`config.mk`:
```
export PLATFORM = sky130hd
export DESIGN_NAME = fetch_pc_unit_flat
export DESIGN_NICKNAME = d
export VERILOG_FILES = /design/src/rtl/fetch_pc_unit_if.sv /design/src/rtl/fetch_pc_unit.sv /design/src/flat_wrapper.sv
export SDC_FILE = /design/constraint.sdc
export NUM_CORES = 1
export LEC_CHECK = 0
export ABC_AREA = 1
export ABC_CLOCK_PERIOD_IN_PS = 3190
export BUFFER_PORTS_ARGS = -buffer_cell sky130_fd_sc_hd__buf_2
export CAP_MARGIN = 20
export CORE_MARGIN = 5
export CORE_UTILIZATION = 40
export CTS_CLUSTER_SIZE = 40
export DETAILED_ROUTE_END_ITERATION = 10
export PLACE_DENSITY = 0.69
export SETUP_SLACK_MARGIN = 0.15
export SYNTH_ARGS = -nofsm -noshare
export SYNTH_HDL_FRONTEND = slang
export SYNTH_SLANG_ARGS = --single-unit
```
`constraint.sdc`:
```
create_clock -name clk -period 3.19 [get_ports clk]
set_input_delay 0.319 -clock clk [delete_from_list [all_inputs] [get_ports clk]]
set_output_delay 0.319 -clock clk [all_outputs]
set_load 0.01 [all_outputs]
```
`src/rtl/fetch_pc_unit_if.sv`:
```
// ============================================================================
//  Module      : fetch_pc_unit_if
//  Description : Signal bundle between the instruction-fetch stage and its
//                environment (hazard unit, ID stage, instruction memory and
//                the IF/ID consumer).
//                  Control in  : stall, br_taken, br_target, annul
//                  Memory      : imem_addr (out), imem_instr (in)
//                  IF/ID out   : if_id_instr, if_id_pc, if_id_npc, if_id_valid
//                  Status out  : pc_oor, align_err, fetch_count
//                Modport "slave" is the fetch unit; "master" is everything
//                around it.
//  Revision    : 1.0 - initial release
// ============================================================================
`default_nettype none

interface fetch_pc_unit_if;
    // Control from hazard unit / ID stage
    logic        stall;
    logic        br_taken;
    logic [31:0] br_target;
    logic        annul;

    // Instruction memory (combinational read)
    logic [31:0] imem_addr;
    logic [31:0] imem_instr;

    // IF/ID pipeline register
    logic [31:0] if_id_instr;
    logic [31:0] if_id_pc;
    logic [31:0] if_id_npc;
    logic        if_id_valid;

    // Status
    logic        pc_oor;
    logic        align_err;
    logic [31:0] fetch_count;

    // Fetch unit side
    modport slave (
        input  stall,
        input  br_taken,
        input  br_target,
        input  annul,
        input  imem_instr,
        output imem_addr,
        output if_id_instr,
        output if_id_pc,
        output if_id_npc,
        output if_id_valid,
        output pc_oor,
        output align_err,
        output fetch_count
    );

    // Environment side
    modport master (
        output stall,
        output br_taken,
        output br_target,
        output annul,
        output imem_instr,
        input  imem_addr,
        input  if_id_instr,
        input  if_id_pc,
        input  if_id_npc,
        input  if_id_valid,
        input  pc_oor,
        input  align_err,
        input  fetch_count
    );
endinterface : fetch_pc_unit_if

`default_nettype wire

```
`src/rtl/fetch_pc_unit.sv`:
```
// ============================================================================
//  Module      : fetch_pc_unit
//  Description : SPARC instruction-fetch stage. Holds the PC/nPC pair, drives
//                the instruction-memory address straight from PC, captures
//                the returned word into the IF/ID register and handles stall,
//                delayed-branch redirect and delay-slot annulment.
//  Ports       : clk    - rising-edge clock
//                rst_n  - asynchronous active-low reset
//                bus    - fetch_pc_unit_if.slave (control, memory, IF/ID,
//                         status; see interface header)
//  Parameters  : RESET_PC   - PC after reset (word aligned)
//                IMEM_DEPTH - instruction memory depth in words
//  Revision    : 1.0 - initial release
// ============================================================================
`default_nettype none

module fetch_pc_unit #(
    parameter logic [31:0] RESET_PC   = 32'h0000_0000,
    parameter int unsigned IMEM_DEPTH = 128
) (
    input  logic           clk,
    input  logic           rst_n,
    fetch_pc_unit_if.slave bus
);

    // ------------------------------------------------------------------------
    // Constants
    // ------------------------------------------------------------------------
    // Low address bits are dropped so a badly set parameter can never put a
    // misaligned address on the memory bus.
    localparam logic [31:0] c_RESET_PC    = {RESET_PC[31:2], 2'b00};
    localparam logic [31:0] c_RESET_NPC   = c_RESET_PC + 32'd4;
    localparam logic [31:0] c_OOR_LIMIT   = 32'(4 * IMEM_DEPTH);
    localparam logic [31:0] c_SPARC_NOP   = 32'h0100_0000;
    localparam logic [31:0] c_WORD_STRIDE = 32'd4;

    // ------------------------------------------------------------------------
    // State
    // ------------------------------------------------------------------------
    logic [31:0] r_pc;
    logic [31:0] r_npc;
    logic [31:0] r_if_id_instr;
    logic [31:0] r_if_id_pc;
    logic [31:0] r_if_id_npc;
    logic        r_if_id_valid;
    logic        r_pc_oor;
    logic        r_align_err;
    logic [31:0] r_fetch_count;

    // ------------------------------------------------------------------------
    // Next-state datapath
    // ------------------------------------------------------------------------
    logic [31:0] w_target_aligned;
    logic [31:0] w_pc_next;
    logic [31:0] w_npc_next;
    logic [31:0] w_latch_instr;
    logic        w_latch_valid;
    logic        w_target_misaligned;
    logic        w_oor_hit;

    always_comb begin
        w_target_aligned    = {bus.br_target[31:2], 2'b00};
        w_target_misaligned = bus.br_target[1:0] != 2'b00;

        // Delayed branch: the slot instruction is already in IF, so a taken
        // branch only changes where fetch goes *after* it. The new PC is
        // therefore either the old nPC or the target, and in both cases that
        // value is also the nPC recorded for the instruction being latched.
        w_pc_next  = bus.br_taken ? w_target_aligned : r_npc;
        w_npc_next = w_pc_next + c_WORD_STRIDE;

        // An annulled slot is replaced by a nop so that downstream stages see
        // a harmless instruction even if they ignore the valid bit.
        w_latch_instr = bus.annul ? c_SPARC_NOP : bus.imem_instr;
        w_latch_valid = ~bus.annul;

        w_oor_hit = w_pc_next >= c_OOR_LIMIT;
    end

    // ------------------------------------------------------------------------
    // PC / nPC and IF/ID register. Stall freezes everything, including the
    // branch and annul inputs, which ID keeps asserting until it is released.
    // ------------------------------------------------------------------------
    always_ff @(posedge clk or negedge rst_n) begin
        if (!rst_n) begin
            r_pc          <= c_RESET_PC;
            r_npc         <= c_RESET_NPC;
            r_if_id_instr <= '0;
            r_if_id_pc    <= '0;
            r_if_id_npc   <= '0;
            r_if_id_valid <= 1'b0;
        end else if (!bus.stall) begin
            r_pc          <= w_pc_next;
            r_npc         <= w_npc_next;
            r_if_id_instr <= w_latch_instr;
            r_if_id_pc    <= r_pc;
            r_if_id_npc   <= w_pc_next;
            r_if_id_valid <= w_latch_valid;
        end
    end

    // ------------------------------------------------------------------------
    // Status: sticky error flags and count of live instructions handed to ID.
    // ------------------------------------------------------------------------
    always_ff @(posedge clk or negedge rst_n) begin
        if (!rst_n) begin
            r_pc_oor      <= 1'b0;
            r_align_err   <= 1'b0;
            r_fetch_count <= '0;
        end else if (!bus.stall) begin
            if (w_oor_hit) begin
                r_pc_oor <= 1'b1;
            end
            if (bus.br_taken && w_target_misaligned) begin
                r_align_err <= 1'b1;
            end
            if (w_latch_valid) begin
                r_fetch_count <= r_fetch_count + 32'd1;
            end
        end
    end

    // ------------------------------------------------------------------------
    // Outputs. The memory address is PC itself with no register stage, so the
    // instruction for PC is available in the same cycle.
    // ------------------------------------------------------------------------
    assign bus.imem_addr   = r_pc;
    assign bus.if_id_instr = r_if_id_instr;
    assign bus.if_id_pc    = r_if_id_pc;
    assign bus.if_id_npc   = r_if_id_npc;
    assign bus.if_id_valid = r_if_id_valid;
    assign bus.pc_oor      = r_pc_oor;
    assign bus.align_err   = r_align_err;
    assign bus.fetch_count = r_fetch_count;

endmodule : fetch_pc_unit

`default_nettype wire

```
`src/flat_wrapper.sv`:
```
// flat-port wrapper written by rule: the top's interface ports become plain ports
module fetch_pc_unit_flat 
#(
    parameter logic [31:0] RESET_PC   = 32'h0000_0000,
    parameter int unsigned IMEM_DEPTH = 128
)
  (clk, rst_n, bus_stall, bus_br_taken, bus_br_target, bus_annul, bus_imem_instr, bus_imem_addr, bus_if_id_instr, bus_if_id_pc, bus_if_id_npc, bus_if_id_valid, bus_pc_oor, bus_align_err, bus_fetch_count);
  fetch_pc_unit_if bus_i ();
  input  logic clk;
  input  logic rst_n;
  input wire logic [$bits(bus_i.stall)-1:0] bus_stall;
  input wire logic [$bits(bus_i.br_taken)-1:0] bus_br_taken;
  input wire logic [$bits(bus_i.br_target)-1:0] bus_br_target;
  input wire logic [$bits(bus_i.annul)-1:0] bus_annul;
  input wire logic [$bits(bus_i.imem_instr)-1:0] bus_imem_instr;
  output wire logic [$bits(bus_i.imem_addr)-1:0] bus_imem_addr;
  output wire logic [$bits(bus_i.if_id_instr)-1:0] bus_if_id_instr;
  output wire logic [$bits(bus_i.if_id_pc)-1:0] bus_if_id_pc;
  output wire logic [$bits(bus_i.if_id_npc)-1:0] bus_if_id_npc;
  output wire logic [$bits(bus_i.if_id_valid)-1:0] bus_if_id_valid;
  output wire logic [$bits(bus_i.pc_oor)-1:0] bus_pc_oor;
  output wire logic [$bits(bus_i.align_err)-1:0] bus_align_err;
  output wire logic [$bits(bus_i.fetch_count)-1:0] bus_fetch_count;
  assign bus_i.stall = bus_stall;
  assign bus_i.br_taken = bus_br_taken;
  assign bus_i.br_target = bus_br_target;
  assign bus_i.annul = bus_annul;
  assign bus_i.imem_instr = bus_imem_instr;
  assign bus_imem_addr = bus_i.imem_addr;
  assign bus_if_id_instr = bus_i.if_id_instr;
  assign bus_if_id_pc = bus_i.if_id_pc;
  assign bus_if_id_npc = bus_i.if_id_npc;
  assign bus_if_id_valid = bus_i.if_id_valid;
  assign bus_pc_oor = bus_i.pc_oor;
  assign bus_align_err = bus_i.align_err;
  assign bus_fetch_count = bus_i.fetch_count;
  fetch_pc_unit #(.RESET_PC(RESET_PC), .IMEM_DEPTH(IMEM_DEPTH)) u_core (.clk(clk), .rst_n(rst_n), .bus(bus_i));
endmodule
```
==> flow_summary.toml <==
[outcome]
outcome = "finished clean"

[final_layout]
drive_above_1_share_pct = 25.3
final_common_cell = "nand2_1"
final_nets = 1302
final_cell_mix = "nand2_1 (329), buf_2 (229), dfrtp_1 (160), inv_1 (110), nor2_1 (95)"
diodes = 0
fin_cells = 1513
utilization_pct = 49.5
area_growth_pct = 20.8

[routing]
firstDrtPassIters = 5
vias = 7352
antenna_left = 0
drc = 0
post_drt_wl_per_cell_microns = 14.6
dr.first_iter.drc_count = 432
routed_wl_mm = 22.1
via_per_inst = 4.86

[sta]
final_hold_viol_count = 0
finalCritPeriodShare_pct = 63.9
tightest_slew_ps = 1010
whs_ps = 112
clock_skew_ps = 10.8
period_needed_ps = 2040
relSlewSlack_pct = 32.5
max_freq_ghz = 0.491
finalSetupTns_ps = 0
setup_viol = 0
rsz0062_at_grt = "no"
slew_violations = 0

[critical_path]
worstPathArrival_ps = 2340
worst_setup_path_end_kind = "register"
crit_slowest_cell = "buf_4"
required_ps = 3500
worst-path-max-fanout = 66
cp_common_cell = "nand2_1"
cp_slowest_stage_delay_ps = 540
critPathKind = "in2reg"
path_delay_family = "simple AND/OR/NAND/NOR gates"
rrSetupSlack_ps = 1250
crit_chain = "buf_2 -> buf_4 -> nand2_1 -> nand2_2 -> ha_1 -> nand3_1 -> nor2_1 -> nand2_1 -> nor2_2 -> nand3_1 -> nand2_1 -> nand2_1 -> nand2_1 -> nand2_1"
cp-start-kind = "input pin"
crit_buf_inv = 2

[global_routing]
busiest_layer = "met2"
grt_pass1_wl_mm = 37.0
grt_pass1_vias = 7325
grt_use_met2_pct = 30.9
grt_usage_pct = 18.8
grt_max_degree = 103
grtUsageMet3_pct = 5.06
antenna_found_initial = 0
grt_util_met1_pct = 24.8
overflow = 0

[place]
gp_congestion = 0.880
hpwl_mm = 16.0
dp_cells = 1480
io_buffer_count = 231

[pwr]
max-vdd-ir-drop_v = 0.000351
powerDensity_mw_per_mm2 = 550
power_mw = 5.55
leakage_nw = 5.28

[logic_synthesis]
ys.flop_type = "dfrtp_1"
yosysSeqAreaShare_pct = 48.3
postSynthAreaPerCell_sq_um = 8.00
ys_types = 44
yosys.area.top_type_share_pct = 48.0
synth_edf_count = 0
synth_area_leaders = "dfrtp_1 (48%), nand2_1 (15%), inv_1 (5.0%)"
async_reset_ff_share_pct = 100
yosysWarnings = 0
syn-num-nets = 1116
synthesis.instances = 1044
synth_top_area_cell = "dfrtp_1"
ys_seq_elements = 161
syn_area_sq_mm = 0.00835

[clock_network]
clockBufferDepth = 2
post_cts_buffers = 0
numCtsBuffers = 17
cts.htree.levels = 4
cts_tree = "yes"
cts_hold_repair.buffers = 1
insertion_delay_ps = 420
cts_root_buf = "clkbuf_16"
postCtsResizedCells = 0
clkTransAtPathRegs_ps = 60
clkSinkCount = 161

[floorplanning]
core.rowCount = 52
start_util_pct = 41.0
die_x_microns = 154
die_area_sq_mm = 0.0239
boundaryPins = 232
coreArea_sq_mm = 0.0204
die_h_microns = 154

[worst_hold_path]
hold_class = "in2reg"

[job]
max_cap_viol_count = 0
Yosys cell counts, types with 10 or more instances:
| cell type | n |
|---|---|
| nor2_2 | 10 |
| xor2_1 | 15 |
| nand3_1 | 53 |
| inv_1 | 111 |
| xnor2_1 | 12 |
| nor3_1 | 12 |
| o21ai_0 | 54 |
| nor2_1 | 95 |
| clkbuf_1 | 18 |
| nand2_1 | 329 |
| dfrtp_1 | 160 |
| nand2_2 | 13 |
| buf_4 | 36 |
| a22o_1 | 31 |
area by class of cell:
type	instances	area, sq um
multi-input cells	697	3430
inverters	114	428
repair buffers	239	1240
clock inverters	12	156
flip-flops and latches	161	4030
well taps	270	338
clock buffers	20	457
fillers	1990	10300
report_power, final:
part / total [mW] / switching, mW / internal [mW]
Sequential: 2.41 / 0.155 / 2.25
Combinational: 0.991 / 0.622 / 0.369
Clock: 2.15 / 0.870 / 1.28
routing by layer:
metal  part of all wire (%)  routed length [microns]
met2                     47                    10400
met1                     44                     9830
met3                    7.3                     1620
met4                    1.2                      265
met5                      0                        0
path summary, 6_finish.rpt:
kind | endpoint | startpoint | depth (start not counted)
min reg2reg | u_core.bus.align_err | u_core.bus.align_err | 2
min | u_core.bus.if_id_instr[30] | bus_imem_instr[30] | 2
max reg2reg | u_core.bus.fetch_count[24] | u_core.bus.fetch_count[0] | 7
max in group asynchronous | u_core.r_npc[20] | rst_n | 3
min in group asynchronous | u_core.bus.if_id_pc[11] | rst_n | 2
max | u_core.r_npc[28] | bus_br_taken | 14
sequential cells by signal, indices dropped and copies added, names as in the netlist:
signal	count
u_core.bus.align_err	1
u_core.bus.fetch_count	32
u_core.bus.if_id_instr	32
u_core.bus.if_id_npc	32
u_core.bus.if_id_pc	32
u_core.bus.if_id_valid	1
u_core.bus.pc_oor	1
u_core.r_npc	30
cells by family after synthesis:
logic type | count (synthesis) | synth area share [%]
flops | 161 | 48.3
compound gates | 127 | 10.0
simple gates | 540 | 27.8
fa+ha+maj | 3 | 0.450
xor+xnor | 27 | 2.83
buf+inv | 186 | 10.6
per-stage QoR:
step	setup slack, ps	area (sq um)
finish	1150	10100
global route	864	10100
global placement	829	9460
detailed placement	720	9460
floorplan	1510	8350
CTS	1150	10100
No activity file was read; power rests on OpenSTA's default activity.
